## config.mk

```make
export PLATFORM = sky130hd
export DESIGN_NAME = sdram_write_burst_flat
export DESIGN_NICKNAME = d
export VERILOG_FILES = /design/src/rtl/sdram_write_burst_if.sv /design/src/rtl/sdram_write_burst.sv /design/src/flat_wrapper.sv
export SDC_FILE = /design/constraint.sdc
export NUM_CORES = 1
export LEC_CHECK = 0
export ABC_AREA = 1
export CORE_MARGIN = 4
export CORE_UTILIZATION = 30
export DETAILED_ROUTE_END_ITERATION = 10
export PLACE_DENSITY = 0.58
export SKIP_LAST_GASP = 1
export SLEW_MARGIN = 25
export SYNTH_ARGS = -nofsm -noshare
export SYNTH_HDL_FRONTEND = slang
export SYNTH_SLANG_ARGS = --single-unit
```

## constraint.sdc

```tcl
create_clock -name sclk -period 2.1 [get_ports sclk]
set_clock_uncertainty 0.15 [all_clocks]
set_input_delay 0.42 -clock sclk [delete_from_list [all_inputs] [get_ports sclk]]
set_output_delay 0.42 -clock sclk [all_outputs]
set_load 0.02 [all_outputs]
```

## src/rtl/sdram_write_burst_if.sv

```systemverilog
// Signal bundle between the SDRAM write engine, the bus arbiter, the data FIFO and the SDRAM pins.
// master: the write engine; slave: the arbiter/FIFO/pin side.
interface sdram_write_burst_if #(
  parameter int DW     = 16,
  parameter int ROW_W  = 12,
  parameter int COL_W  = 9,
  parameter int BANK_W = 2,
  parameter int LEN_W  = 8
);
  logic                          wr_trig;
  logic [BANK_W+ROW_W+COL_W-1:0] wr_addr;
  logic [LEN_W-1:0]              wr_len;
  logic                          wr_en;
  logic                          flag_wr_ask;
  logic                          flag_wr_end;
  logic                          wr_done;
  logic                          wr_busy;
  logic                          wr_data_en;
  logic [DW-1:0]                 wr_data;
  logic [3:0]                    sdram_cmd;
  logic [ROW_W-1:0]              sdram_addr;
  logic [BANK_W-1:0]             sdram_bank;
  logic [DW-1:0]                 sdram_data;

  modport master (
    input  wr_trig, wr_addr, wr_len, wr_en, wr_data,
    output flag_wr_ask, flag_wr_end, wr_done, wr_busy, wr_data_en,
    output sdram_cmd, sdram_addr, sdram_bank, sdram_data
  );

  modport slave (
    output wr_trig, wr_addr, wr_len, wr_en, wr_data,
    input  flag_wr_ask, flag_wr_end, wr_done, wr_busy, wr_data_en,
    input  sdram_cmd, sdram_addr, sdram_bank, sdram_data
  );
endinterface

```

## src/rtl/sdram_write_burst.sv

```systemverilog
// Multi-burst SDRAM write engine: ask/grant bus ownership, ACT/WRITE/PRE with tRCD/tWR/tRP gaps,
// row/bank crossing and preemption at burst boundaries. Commands appear one cycle after their state.
module sdram_write_burst #(
  parameter int DW     = 16,
  parameter int ROW_W  = 12,
  parameter int COL_W  = 9,
  parameter int BANK_W = 2,
  parameter int BURST  = 4,
  parameter int LEN_W  = 8,
  parameter int T_RCD  = 2,
  parameter int T_WR   = 2,
  parameter int T_RP   = 2
) (
  input  logic                sclk,
  input  logic                srst_n,
  sdram_write_burst_if.master bus
);

  localparam logic [3:0] CMD_NOP = 4'b0111;
  localparam logic [3:0] CMD_ACT = 4'b0011;
  localparam logic [3:0] CMD_WR  = 4'b0100;
  localparam logic [3:0] CMD_PRE = 4'b0010;

  localparam int BEAT_W = (BURST > 1) ? $clog2(BURST) : 1;
  localparam int TMR_W  = 8;
  localparam int BR_W   = BANK_W + ROW_W;
  localparam int AW     = BANK_W + ROW_W + COL_W;
  localparam logic [ROW_W-1:0] PRE_ADDR = ROW_W'(1) << 10;

  typedef enum logic [2:0] {
    S_IDLE, S_ASK, S_ACT, S_RCD, S_WR, S_TWR, S_PRE, S_TRP
  } state_t;

  state_t            state, state_nxt;
  logic [TMR_W-1:0]  tmr;
  logic [BEAT_W-1:0] beat;
  logic [BANK_W-1:0] bank_q;
  logic [ROW_W-1:0]  row_q;
  logic [COL_W-1:0]  col_q;
  logic [LEN_W-1:0]  cnt_q;

  logic              beat_last;
  logic [COL_W-1:0]  col_after;
  logic [LEN_W-1:0]  cnt_after;

  // Column/count as they stand once the current burst has been accounted for.
  assign beat_last = (beat == BEAT_W'(BURST - 1));
  assign col_after = (beat == '0) ? col_q + COL_W'(BURST) : col_q;
  assign cnt_after = (beat == '0) ? cnt_q - LEN_W'(1) : cnt_q;

  always_ff @(posedge sclk) begin
    if (!srst_n) state <= S_IDLE;
    else         state <= state_nxt;
  end

  always_comb begin
    state_nxt = state;
    case (state)
      S_IDLE: if (bus.wr_trig && bus.wr_len != '0) state_nxt = S_ASK;
      S_ASK:  if (bus.wr_en) state_nxt = S_ACT;
      S_ACT:  state_nxt = (T_RCD > 1) ? S_RCD : S_WR;
      S_RCD:  if (tmr == TMR_W'(T_RCD - 2)) state_nxt = S_WR;
      S_WR:   if (beat_last && (cnt_after == '0 || col_after == '0 || !bus.wr_en))
                state_nxt = S_TWR;
      S_TWR:  if (tmr == TMR_W'(T_WR - 1)) state_nxt = S_PRE;
      S_PRE:  state_nxt = S_TRP;
      S_TRP:  if (tmr == TMR_W'(T_RP - 1)) begin
                if (cnt_q == '0)    state_nxt = S_IDLE;
                else if (!bus.wr_en) state_nxt = S_ASK;
                else                state_nxt = S_ACT;
              end
      default: state_nxt = S_IDLE;
    endcase
  end

  always_ff @(posedge sclk) begin
    if (!srst_n) begin
      tmr             <= '0;
      beat            <= '0;
      bank_q          <= '0;
      row_q           <= '0;
      col_q           <= '0;
      cnt_q           <= '0;
      bus.sdram_cmd   <= CMD_NOP;
      bus.sdram_addr  <= '0;
      bus.sdram_bank  <= '0;
      bus.sdram_data  <= '0;
      bus.flag_wr_ask <= 1'b0;
      bus.flag_wr_end <= 1'b0;
      bus.wr_done     <= 1'b0;
      bus.wr_busy     <= 1'b0;
      bus.wr_data_en  <= 1'b0;
    end else begin
      tmr  <= (state_nxt == state) ? tmr + TMR_W'(1) : '0;
      beat <= (state == S_WR && !beat_last) ? beat + BEAT_W'(1) : '0;

      if (state == S_IDLE && state_nxt == S_ASK) begin
        {bank_q, row_q} <= bus.wr_addr[AW-1:COL_W];
        col_q           <= bus.wr_addr[COL_W-1:0] & ~COL_W'(BURST - 1);
        cnt_q           <= bus.wr_len;
      end

      if (state == S_WR) begin
        col_q <= col_after;
        cnt_q <= cnt_after;
        // Row end: bump {bank,row} now so both a reopen and a post-preemption ACT see it.
        if (beat_last && col_after == '0)
          {bank_q, row_q} <= {bank_q, row_q} + BR_W'(1);
      end

      bus.sdram_cmd <= CMD_NOP;
      case (state)
        S_ACT: begin
          bus.sdram_cmd  <= CMD_ACT;
          bus.sdram_addr <= row_q;
          bus.sdram_bank <= bank_q;
        end
        S_WR: if (beat == '0) begin
          bus.sdram_cmd  <= CMD_WR;
          bus.sdram_addr <= ROW_W'(col_q);
          bus.sdram_bank <= bank_q;
        end
        S_PRE: begin
          bus.sdram_cmd  <= CMD_PRE;
          bus.sdram_addr <= PRE_ADDR;
        end
        default: ;
      endcase

      // Pop strobe leads the beat by one cycle so the registered data lines up with the WRITE.
      bus.wr_data_en  <= (state_nxt == S_WR);
      if (bus.wr_data_en) bus.sdram_data <= bus.wr_data;

      bus.flag_wr_ask <= (state_nxt == S_ASK);
      bus.flag_wr_end <= (state == S_TRP) && (state_nxt == S_IDLE || state_nxt == S_ASK);
      bus.wr_done     <= (state == S_TRP) && (state_nxt == S_IDLE);
      bus.wr_busy     <= (state_nxt != S_IDLE);
    end
  end

endmodule

```

## src/flat_wrapper.sv

```systemverilog
// flat-port wrapper written by rule: the top's interface ports become plain ports
module sdram_write_burst_flat 
#(
  parameter int DW     = 16,
  parameter int ROW_W  = 12,
  parameter int COL_W  = 9,
  parameter int BANK_W = 2,
  parameter int BURST  = 4,
  parameter int LEN_W  = 8,
  parameter int T_RCD  = 2,
  parameter int T_WR   = 2,
  parameter int T_RP   = 2
)
  (sclk, srst_n, bus_wr_trig, bus_wr_addr, bus_wr_len, bus_wr_en, bus_wr_data, bus_flag_wr_ask, bus_flag_wr_end, bus_wr_done, bus_wr_busy, bus_wr_data_en, bus_sdram_cmd, bus_sdram_addr, bus_sdram_bank, bus_sdram_data);
  sdram_write_burst_if #(.DW(DW), .ROW_W(ROW_W), .COL_W(COL_W), .BANK_W(BANK_W), .LEN_W(LEN_W)) bus_i ();
  input  logic sclk;
  input  logic srst_n;
  input wire logic [$bits(bus_i.wr_trig)-1:0] bus_wr_trig;
  input wire logic [$bits(bus_i.wr_addr)-1:0] bus_wr_addr;
  input wire logic [$bits(bus_i.wr_len)-1:0] bus_wr_len;
  input wire logic [$bits(bus_i.wr_en)-1:0] bus_wr_en;
  input wire logic [$bits(bus_i.wr_data)-1:0] bus_wr_data;
  output wire logic [$bits(bus_i.flag_wr_ask)-1:0] bus_flag_wr_ask;
  output wire logic [$bits(bus_i.flag_wr_end)-1:0] bus_flag_wr_end;
  output wire logic [$bits(bus_i.wr_done)-1:0] bus_wr_done;
  output wire logic [$bits(bus_i.wr_busy)-1:0] bus_wr_busy;
  output wire logic [$bits(bus_i.wr_data_en)-1:0] bus_wr_data_en;
  output wire logic [$bits(bus_i.sdram_cmd)-1:0] bus_sdram_cmd;
  output wire logic [$bits(bus_i.sdram_addr)-1:0] bus_sdram_addr;
  output wire logic [$bits(bus_i.sdram_bank)-1:0] bus_sdram_bank;
  output wire logic [$bits(bus_i.sdram_data)-1:0] bus_sdram_data;
  assign bus_i.wr_trig = bus_wr_trig;
  assign bus_i.wr_addr = bus_wr_addr;
  assign bus_i.wr_len = bus_wr_len;
  assign bus_i.wr_en = bus_wr_en;
  assign bus_i.wr_data = bus_wr_data;
  assign bus_flag_wr_ask = bus_i.flag_wr_ask;
  assign bus_flag_wr_end = bus_i.flag_wr_end;
  assign bus_wr_done = bus_i.wr_done;
  assign bus_wr_busy = bus_i.wr_busy;
  assign bus_wr_data_en = bus_i.wr_data_en;
  assign bus_sdram_cmd = bus_i.sdram_cmd;
  assign bus_sdram_addr = bus_i.sdram_addr;
  assign bus_sdram_bank = bus_i.sdram_bank;
  assign bus_sdram_data = bus_i.sdram_data;
  sdram_write_burst #(.DW(DW), .ROW_W(ROW_W), .COL_W(COL_W), .BANK_W(BANK_W), .BURST(BURST), .LEN_W(LEN_W), .T_RCD(T_RCD), .T_WR(T_WR), .T_RP(T_RP)) u_core (.sclk(sclk), .srst_n(srst_n), .bus(bus_i));
endmodule
```

# Yosys cells after proc, flatten, opt, wreduce, memory -nomap -nowiden
# Cells that the tools add are included.
[word_totals]
register_bits = 83
input_bits = 51
output_inout_bits = 39
elab_cells = 89
[op_classes]
add_sub_neg = 5
n_eq_ne = 13
muxes = 27
reduce_logical = 28
[op_table]
columns = ["operator", "count"]
rows = [
  ["$mux W12", 4],
  ["$pmux W12 S3", 1],
  ["$mux W9", 3],
  ["$logic_not A8 Y1", 3],
  ["$mux W8", 3],
  ["$pmux W3 S8", 1],
  ["$mux W3", 7],
  ["$eq A3 B3 Y1 const B", 5],
  ["$add A14 B1 Y14 const B", 1],
  ["$mux W2", 6],
  ["$pmux W4 S3", 1],
  ["$add A9 B3 Y9 const B", 1],
  ["$logic_not A9 Y1", 1],
  ["$add A8 B1 Y8 const B", 1],
  ["$eq A8 B1 Y1 const B", 1],
  ["$reduce_and A2 Y1", 4],
  ["$reduce_bool A8 Y1", 1],
  ["$sub A8 B1 Y8 const B", 1],
  ["$logic_and A1 B1 Y1", 7],
  ["$eq A3 B1 Y1 const B", 2],
  ["$eq A3 B2 Y1 const B", 2],
  ["$logic_not A3 Y1", 2],
  ["$reduce_bool A3 Y1", 2],
  ["$pmux W2 S2", 1],
  ["other kinds (8)", 12],
]

# Logic depth before layout (Yosys ltp)
# Gate-level depths: netlist of the first run.
[depth]
word_depth = 13
mapped_depth = 21
mapped_depth_nobuf = 18

# Worst setup path after synthesis of the first run
# Ideal clock, no wire load.
[synth_path]
kind = "register to register"
from = "register u_core.beat[0]"
to = "register u_core.row_q[0]"
setup_ns = 0.110
arrival_ns = 2.045
t_required_ns = 1.840
slack_ns = -0.206
path_stages_with_launch = 22
path_buffers = 3
synth_period_minus_slack_ns = 2.306
path_cell_list = "dfxtp_1 inv_1 ha_1 buf_4 inv_2 nand2_1 nand2_1 nand2_1 nor2_1 nand3_1 nor2_1 nor2_1 nand2_1 nand2_1 nand2_2 nand3_2 buf_6 buf_6 nand2_1 nand3_1 nand3_1 inv_1"
[synth_between]
elab_chain_cells = 13
elab_cells_between_ends = 17
classes_between = "eq/ne: 2; mux: 7; reduce/logical: 8"
[synth_lines]
columns = ["element", "line_no", "text"]
rows = [
  ["start, declared", "sdram_write_burst.sv:36", "logic [BEAT_W-1:0] beat;"],
  ["start signal, assigned", "sdram_write_burst.sv:95", "beat <= (state == S_WR && !beat_last) ? beat + BEAT_W'(1) : '0;"],
  ["$logic_not A2 Y1", "sdram_write_burst.sv:48, sdram_write_burst.sv:49", ""],
  ["$mux W9 / $mux W8 (equally long branches)", "sdram_write_burst.sv:48, sdram_write_burst.sv:49", ""],
  ["$logic_not A9 Y1 / $logic_not A8 Y1 (equally long branches)", "sdram_write_burst.sv:63, sdram_write_burst.sv:107", ""],
  ["$logic_or A1 B1 Y1 (2 in series)", "sdram_write_burst.sv:63", "S_WR: if (beat_last && (cnt_after == '0 || col_after == '0 || !bus.wr_en))"],
  ["$logic_and A1 B1 Y1", "sdram_write_burst.sv:63", ""],
  ["$mux W3", "sdram_write_burst.sv:63", ""],
  ["$pmux W3 S8", "sdram_write_burst.sv:58", "case (state)"],
  ["$eq A3 B1 Y1", "sdram_write_burst.sv:97", "if (state == S_IDLE && state_nxt == S_ASK) begin"],
  ["$logic_and A1 B1 Y1", "sdram_write_burst.sv:97", ""],
  ["$mux W12", "sdram_write_burst.sv:97", ""],
  ["$mux W12", "sdram_write_burst.sv:107", "if (beat_last && col_after == '0)"],
  ["$mux W12 *", "sdram_write_burst.sv:103", "if (state == S_WR) begin"],
  ["end signal, assigned", "sdram_write_burst.sv:98", "{bank_q, row_q} <= bus.wr_addr[AW-1:COL_W];"],
  ["end signal, assigned", "sdram_write_burst.sv:108", "{bank_q, row_q} <= {bank_q, row_q} + BR_W'(1);"],
  ["end, declared", "sdram_write_burst.sv:38", "logic [ROW_W-1:0] row_q;"],
]
# Mark *: on every way between the ends. The rest lies on a longest branch, timed or not.
# A chain may end at the register's enable or synchronous reset.

# Worst setup path in the final report of the first run
[layout_path]
from = "register u_core.beat[0]"
to = "register u_core.tmr[5]"
[layout_between]
elab_chain_cells = 10
elab_cells_between_ends = 13
classes_between = "eq/ne: 2; mux: 4; reduce/logical: 7"
[layout_lines]
columns = ["element", "line_no", "text"]
rows = [
  ["$logic_not A2 Y1", "sdram_write_burst.sv:48, sdram_write_burst.sv:49", ""],
  ["$mux W9 / $mux W8 (equally long branches)", "sdram_write_burst.sv:48, sdram_write_burst.sv:49", ""],
  ["$logic_not A9 Y1 / $logic_not A8 Y1 (equally long branches)", "sdram_write_burst.sv:63", ""],
  ["$logic_or A1 B1 Y1 (2 in series)", "sdram_write_burst.sv:63", ""],
  ["$logic_and A1 B1 Y1 *", "sdram_write_burst.sv:63", ""],
  ["$mux W3 *", "sdram_write_burst.sv:63", ""],
  ["$pmux W3 S8 *", "sdram_write_burst.sv:58", ""],
  ["$eq A3 B3 Y1 *", "sdram_write_burst.sv:94", "tmr <= (state_nxt == state) ? tmr + TMR_W'(1) : '0;"],
  ["$reduce_and A2 Y1 (no line) *", "n/a", ""],
  ["end signal, assigned", "sdram_write_burst.sv:94", ""],
  ["end, declared", "sdram_write_burst.sv:35", "logic [TMR_W-1:0] tmr;"],
]
# Marked as above.

==> results of run 1 <==
==> how the worst max path moves through the flow <==
stage | from | end | slack (ns) | depth (start not counted)
2_1_floorplan | u_core.beat[0]$_SDFF_PN0_ | u_core.row_q[0]$_SDFF_PN0_ | -0.12 | 21
3_3_place_gp | bus_wr_len[1] | u_core.tmr[4]$_SDFF_PN0_ | -0.53 | 10
3_5_place_dp | bus_wr_len[1] | u_core.tmr[4]$_SDFF_PN0_ | -0.58 | 10
4_1_cts | u_core.beat[0]$_SDFF_PN0_ | u_core.row_q[2]$_SDFF_PN0_ | -0.29 | 18
5_1_grt | u_core.beat[0]$_SDFF_PN0_ | u_core.row_q[11]$_SDFF_PN0_ | -0.51 | 17
6_report | u_core.beat[0]$_SDFF_PN0_ | u_core.tmr[5]$_SDFF_PN0_ | -0.31 | 18
==> cell usage in the layout, fill, tap and decap left out, types with 3 or more instances in the layout <==
| cell | netlist | routed |
|---|---|---|
| nand2_4 | 0 | 6 |
| clkdlybuf4s50_1 | 0 | 86 |
| o21ai_0 | 51 | 48 |
| nand3_1 | 51 | 48 |
| xnor2_1 | 4 | 4 |
| nor4_1 | 7 | 4 |
| inv_1 | 74 | 68 |
| inv_2 | 5 | 9 |
| ha_1 | 8 | 6 |
| xor2_1 | 8 | 8 |
| nand4_1 | 16 | 16 |
| nand2_2 | 4 | 9 |
| nor3_1 | 4 | 4 |
| a221oi_1 | 7 | 7 |
| nor2_2 | 4 | 11 |
| nor2_1 | 114 | 99 |
| buf_6 | 3 | 8 |
| buf_4 | 2 | 89 |
| dfxtp_1 | 80 | 78 |
| nand3_4 | 0 | 3 |
| o21ai_1 | 1 | 4 |
| nand2_1 | 100 | 89 |
| or2_2 | 3 | 3 |
| clkbuf_16 | 0 | 9 |
| a21oi_1 | 30 | 27 |
| nor2_4 | 3 | 11 |
| nor4_4 | 0 | 3 |
| a21oi_2 | 0 | 3 |
==> layer usage <==
layer | part of all wire | up-vias
met5 | 0 | -
met4 | 0.022 | 0
met3 | 0.073 | 24
met2 | 0.45 | 118
met1 | 0.45 | 2048
li1 | - | 2352
==> cell families (layout without fill, tap and decap cells) <==
| kind of cell | after synthesis | after routing |
|---|---|---|
| other cells | 1 | 1 |
| simple gates | 312 | 312 |
| xor+xnor | 12 | 12 |
| fa+ha+maj | 8 | 8 |
| compound gates | 101 | 101 |
| buf+inv | 107 | 281 |
| flops | 80 | 80 |
==> repair_timing <==
action,in CTS,in global routing
buffers inserted,7,4
pin swaps,12,13
gates cloned,0,0
setup endpoints to repair,42,43
gates resized for setup,28,50
==> cell type report <==
cell class                      instances  area, µm²
Clock inverter                          3       42.5
Fill cell                            1316       6930
Inverter                               80        308
Timing Repair Buffer                  186       1670
Multi-Input combinational cell        434       2430
Clock buffer                           12        246
Sequential cell                        80       1600
Tap cell                              176        220
==> through the flow <==
step	hold WS (ns)	util	area [µm²]	cells	setup TNS (ns)
6_report	0.325	0.485	6530	971	-11.43
5_1_grt	0.375	0.485	6530	971	-19.29
4_1_cts	0.325	0.469	6310	969	-10.86
3_5_place_dp	0.311	0.436	5870	947	-17.66
3_3_place_gp	0.307	0.436	5870	947	-16.51
2_1_floorplan	0.264	-	4220	621	-2.67
==> flip-flops by register name, summed over array words and instances (netlist names), 2 cells and up <==
register	count
u_core.bus.sdram_data	16
u_core.state	3
u_core.bus.sdram_cmd	3
u_core.tmr	8
u_core.beat	2
u_core.bank_q	2
u_core.bus.sdram_bank	2
u_core.cnt_q	8
u_core.bus.sdram_addr	12
u_core.row_q	12
u_core.col_q	7
==> critical path: stages (launching register included) <==
cell      delay (ns)
dfxtp_2         0.34
inv_2           0.04
ha_4            0.18
buf_12          0.14
o21ai_0         0.24
nand2_1         0.09
nor2_1          0.09
nand2_1         0.07
nor2_1          0.12
nand2_2         0.06
nand2_1         0.05
nand2_1         0.06
nand2_2         0.11
nand2_2         0.09
inv_2           0.07
nand2_2         0.04
o211ai_1        0.08
buf_4           0.21
nor2_1          0.05
==> power breakdown <==
part | switching [mW] | total [mW] | internal [mW]
clock | 0.595 | 1.54 | 0.945
combinational | 1.86 | 3.49 | 1.63
sequential | 0.238 | 2.05 | 1.81
total | 2.69 | 7.08 | 4.38
==> results.ini, run 1 <==
[logic_synthesis]
synth-seq-cells=80
ys.flop_type=dfxtp_1
synth.net_count=680
synthSimpleGateAreaFrac=0.330
synth-edff-count=0
synth_area_per_cell_um2=6.75
synth_top_area_share=0.382
synth_common_cells=nor2_1 (114), nand2_1 (100), dfxtp_1 (80)
synth_mux_area_frac=0
syn_area_um2=4190
synth-compound-area-share=0.133
yosysMostFrequentCell=nor2_1
ys_top_cells_by_area=dfxtp_1 (38%), nor2_1 (10%), nand2_1 (9.0%)
synthAdderAreaFrac=0.0239
syn_inst=621
synth-xor-area-share=0.0251
yosys_warnings=0
synth_cell_types=41
seq_area_frac_synth=0.382
synth_top_family_by_area=simple AND/OR/NAND/NOR gates
yosys.area.top_type=dfxtp_1
async_flop_share=0

[clock_network]
worstSkewPairLatency_ns=0.34
cts_root_buf=clkbuf_16
cts.sink_count=80
hold_buffers=0
clk_path_buf_depth=2
htreeDepth=3
path_clk_slew_ns=0.06
cts_tree=built
cts_buffers=9

[flow_run]
maxCapViolations=0

[worst_setup_path]
worstPathMaxFanout=8
critPathRequiredTime_ns=2.18
critical_path_class=flop to flop
critPathLaunchType=flop
r2r-end=u_core.tmr[5]$_SDFF_PN0_
r2r_cells=18
end_kind=flop
r2r-start=u_core.beat[0]$_SDFF_PN0_
cp_data_arrival_time_ns=2.49
reg2reg_slack_ns=-0.31

[min_path]
holdPathEnd=u_core.bus.sdram_addr[10]$_SDFFE_PN0P_
min_from=u_core.bus.sdram_addr[10]$_SDFFE_PN0P_
hold_path_class=flop to flop
whs_path_depth=2

[die]
core.rowCount=42
initial_core_util=0.312
die-height_um=126
chipWidth_um=126
pin_count=90
fp.dieArea_um2=15900
core_area_um2=13500

[global_routing]
grtUsageTotal=0.155
top_usage_layer=met2
grt_overflow_total=0
grt_util_met3=0.0517
grt_pass1_wl_mm=20.6
grt.met1_usage=0.194
antenna_found_initial=0
grt_pass1_vias=4521
grt_max_degree=36
use_met2=0.248

[placement]
routabilityCongestion=0.878
place_ws_ns=-0.575
dp_hpwl_mm=9.13
portBuffers=86

[cells_and_area]
syn2layout_area_growth_pct=55.7
antenna_cells=0
nets=850
drive_gt1_frac=0.230

[sta]
period_needed_ns=2.41
finalSetupViolations=42
hold_viol_final=0
period_share=1.15
fmax_ghz=0.414
drv_slew=0
max_slew_margin=0.666
rsz0062_at_grt=yes
worst_slack_ns=-0.313
worst_pin_slew_ns=0.496

[outcome]
status=complete, but fails checks
violations=negative setup slack

[power]
p_leak_nw=2.85
irDropWorstVdd_mv=0.516
power_density_nw_per_um2=1080
power.total_mw=7.08

[drt]
drc=0
vias_per_cell=4.68
ant_nets=0
dr.pass1.iters=4
drt_iter0_drc=268
wl_mm=12.5
wl_per_cell_um=12.8
routed-via-count=4542

Note: power is estimated with default switching activity, not from simulation.
==> run 2, diff against run 1 <==
--- a/config.mk
+++ b/config.mk
@@ -8,6 +8,7 @@
 export ABC_AREA = 1
 export CORE_MARGIN = 4
 export CORE_UTILIZATION = 30
+export CTS_BUF_LIST = sky130_fd_sc_hd__clkbuf_4 sky130_fd_sc_hd__clkbuf_8
 export DETAILED_ROUTE_END_ITERATION = 10
 export PLACE_DENSITY = 0.58
 export SKIP_LAST_GASP = 1
==> run 2 against run 1 <==
  * The run still ends with negative setup slack left
  * Utilization grew 0.57 points
  * Power down 3.3%
  * Register-to-register slack got worse by 0.099 ns
  * Cell area is 1.2% higher
  * Flip-flop and latch count is the same
  * Combinational power increased by 4%
  * Wire length grew 2.8%
  * Non-clock buffer count grew 3
  * Global-route usage is essentially flat
  * Final cell count grew 0.31%
==> results.ini, run 2 (same netlist as run 1, synthesis figures left out) <==
[outcome]
status=complete, but fails checks
violations=negative setup slack

[placement]
portBuffers=86
routabilityCongestion=0.878
placed_cell_area_um2=5870
place_ws_ns=-0.575
place_inst=947
dp_hpwl_mm=9.13

[drt]
ant_nets=0
vias_per_cell=4.71
dr.pass1.iters=5
drt_iter0_drc=280
routed-via-count=4592
drc=0
wl_per_cell_um=13.2
wl_mm=12.8

[power]
irDropWorstVdd_mv=0.449
p_leak_nw=2.91
power_density_nw_per_um2=1040
power.total_mw=6.85

[global_routing]
grt_pass1_wl_mm=20.6
grt_pass1_vias=4487
grt_overflow_total=0
grt_max_degree=36
antenna_found_initial=0
grtUsageTotal=0.155

[cells_and_area]
final_cells=974
drive_gt1_frac=0.274
final_common_cell=nor2_1
regMostFlops=u_core.bus.sdram_data
largest_reg_flops=16
antenna_cells=0
top_regs=u_core.bus.sdram_data x16, u_core.bus.sdram_addr x12, u_core.row_q x12
nets=853
final_cell_mix=nor2_1 (98), buf_4 (90), clkdlybuf4s50_1 (86), nand2_1 (80), dfxtp_1 (78)
utilization=0.491
final_area_um2=6600
syn2layout_area_growth_pct=57.5

[clock_network]
path_clk_slew_ns=0.08
cts.sink_count=80
htreeDepth=3
cts_root_buf=clkbuf_8
worstSkewPairLatency_ns=0.37
hold_buffers=0
cts_buffers=9
clk_path_buf_depth=2
cts_tree=built

[sta]
worst_pin_slew_ns=0.506
drv_slew=0
hold_viol_final=0
whs_ns=0.326
fmax_ghz=0.398
worst_slack_ns=-0.412
period_needed_ns=2.51
tns_ns=-15.49
period_share=1.20
finalSetupViolations=42
rsz0062_at_grt=yes
max_slew_margin=0.659

[worst_setup_path]
critical_path_class=flop to flop
setup.worst_path.end=u_core.row_q[5]$_SDFF_PN0_
r2r_cells=19
cp-startpoint=u_core.beat[1]$_SDFF_PN0_
critPathLaunchType=flop
r2r-start=u_core.beat[1]$_SDFF_PN0_
critPathRequiredTime_ns=2.22
cp_data_arrival_time_ns=2.63
r2r-end=u_core.row_q[5]$_SDFF_PN0_
reg2reg_slack_ns=-0.41
worstPathMaxFanout=7
end_kind=flop

[die]
fp.dieArea_um2=15900
initial_core_util=0.312
pin_count=90
die-height_um=126
core.rowCount=42
chipWidth_um=126
core_area_um2=13500

[flow_run]
maxCapViolations=0

[min_path]
hold_path_class=flop to flop

run 2: cell types whose count changed in the layout (fill, tap and decap cells not counted), moves of 7 or more:
cell / delta
nand3_2: +19
nand3_1: -18
clkbuf_8: +9
nand2_1: -9
nand2_2: +9
clkbuf_16: -7
run 2: critical path, stage by stage, from the launching register on:
cell,delay (ns)
dfxtp_2,0.33
inv_2,0.06
ha_4,0.19
buf_6,0.11
inv_4,0.04
nor2_4,0.14
nand3_4,0.11
o21ai_4,0.17
nand2_2,0.09
nor2_4,0.12
nand2_2,0.06
nand2_1,0.05
nand2_1,0.06
nand2_2,0.10
nand3_4,0.17
clkbuf_16,0.23
nand2_2,0.07
nand3_2,0.07
nand3_2,0.06
inv_1,0.04
run 2: worst min-delay path by stage:
stage | depth (start not counted) | start | endpoint | slack, ns
finish | 2 | u_core.bus.sdram_addr[10]$_SDFFE_PN0P_ | u_core.bus.sdram_addr[10]$_SDFFE_PN0P_ | 0.33
global route | 2 | u_core.bus.sdram_addr[10]$_SDFFE_PN0P_ | u_core.bus.sdram_addr[10]$_SDFFE_PN0P_ | 0.38
CTS | 2 | u_core.bus.sdram_addr[10]$_SDFFE_PN0P_ | u_core.bus.sdram_addr[10]$_SDFFE_PN0P_ | 0.33
detailed placement | 2 | u_core.bus.sdram_addr[10]$_SDFFE_PN0P_ | u_core.bus.sdram_addr[10]$_SDFFE_PN0P_ | 0.31
global placement | 2 | u_core.bus.sdram_addr[10]$_SDFFE_PN0P_ | u_core.bus.sdram_addr[10]$_SDFFE_PN0P_ | 0.31
floorplan | 1 | u_core.beat[0]$_SDFF_PN0_ | u_core.beat[0]$_SDFF_PN0_ | 0.26
run 2: area by class of cell:
type                       count  area, µm²
fill                        1318       6850
inverter                      80        305
sequential                    80       1600
multi-input combinational    434       2540
tap                          176        220
clock inverter                 3       42.5
timing repair buffer         189       1740
clock buffer                  12        153
run 2: metal layers:
layer	up-vias	global-route usage	wire length (µm)
met1	2096	0.193	5720
met3	20	0.0593	965
met4	0	0.0442	195
li1	2367	-	-
met2	109	0.250	5930
met5	-	0	0
run 2: timing repair:
item | 4_1_cts | 5_1_grt
hold endpoints to repair | 0 | 0
resized for setup | 29 | 79
setup buffers | 7 | 3
cloned | 0 | 2
pin swaps | 12 | 19
endpoints found under the setup margin | 42 | 43
run 2: where the power goes:
group | internal (mW) | total, mW | switching, mW | leakage (nW)
clock | 0.600 | 1.16 | 0.556 | 0.0993
sequential | 1.81 | 2.06 | 0.254 | 0.652
combinational | 1.74 | 3.63 | 1.89 | 2.15
total | 4.14 | 6.85 | 2.70 | 2.91
==> run 3, diff against run 2 <==
--- a/config.mk
+++ b/config.mk
@@ -6,6 +6,7 @@
 export NUM_CORES = 1
 export LEC_CHECK = 0
 export ABC_AREA = 1
+export ABC_CLOCK_PERIOD_IN_PS = 2100
 export CORE_MARGIN = 4
 export CORE_UTILIZATION = 30
 export CTS_BUF_LIST = sky130_fd_sc_hd__clkbuf_4 sky130_fd_sc_hd__clkbuf_8
==> results of run 3 <==
Same layout as run 2: the final DEF is identical, and so are final timing and power.
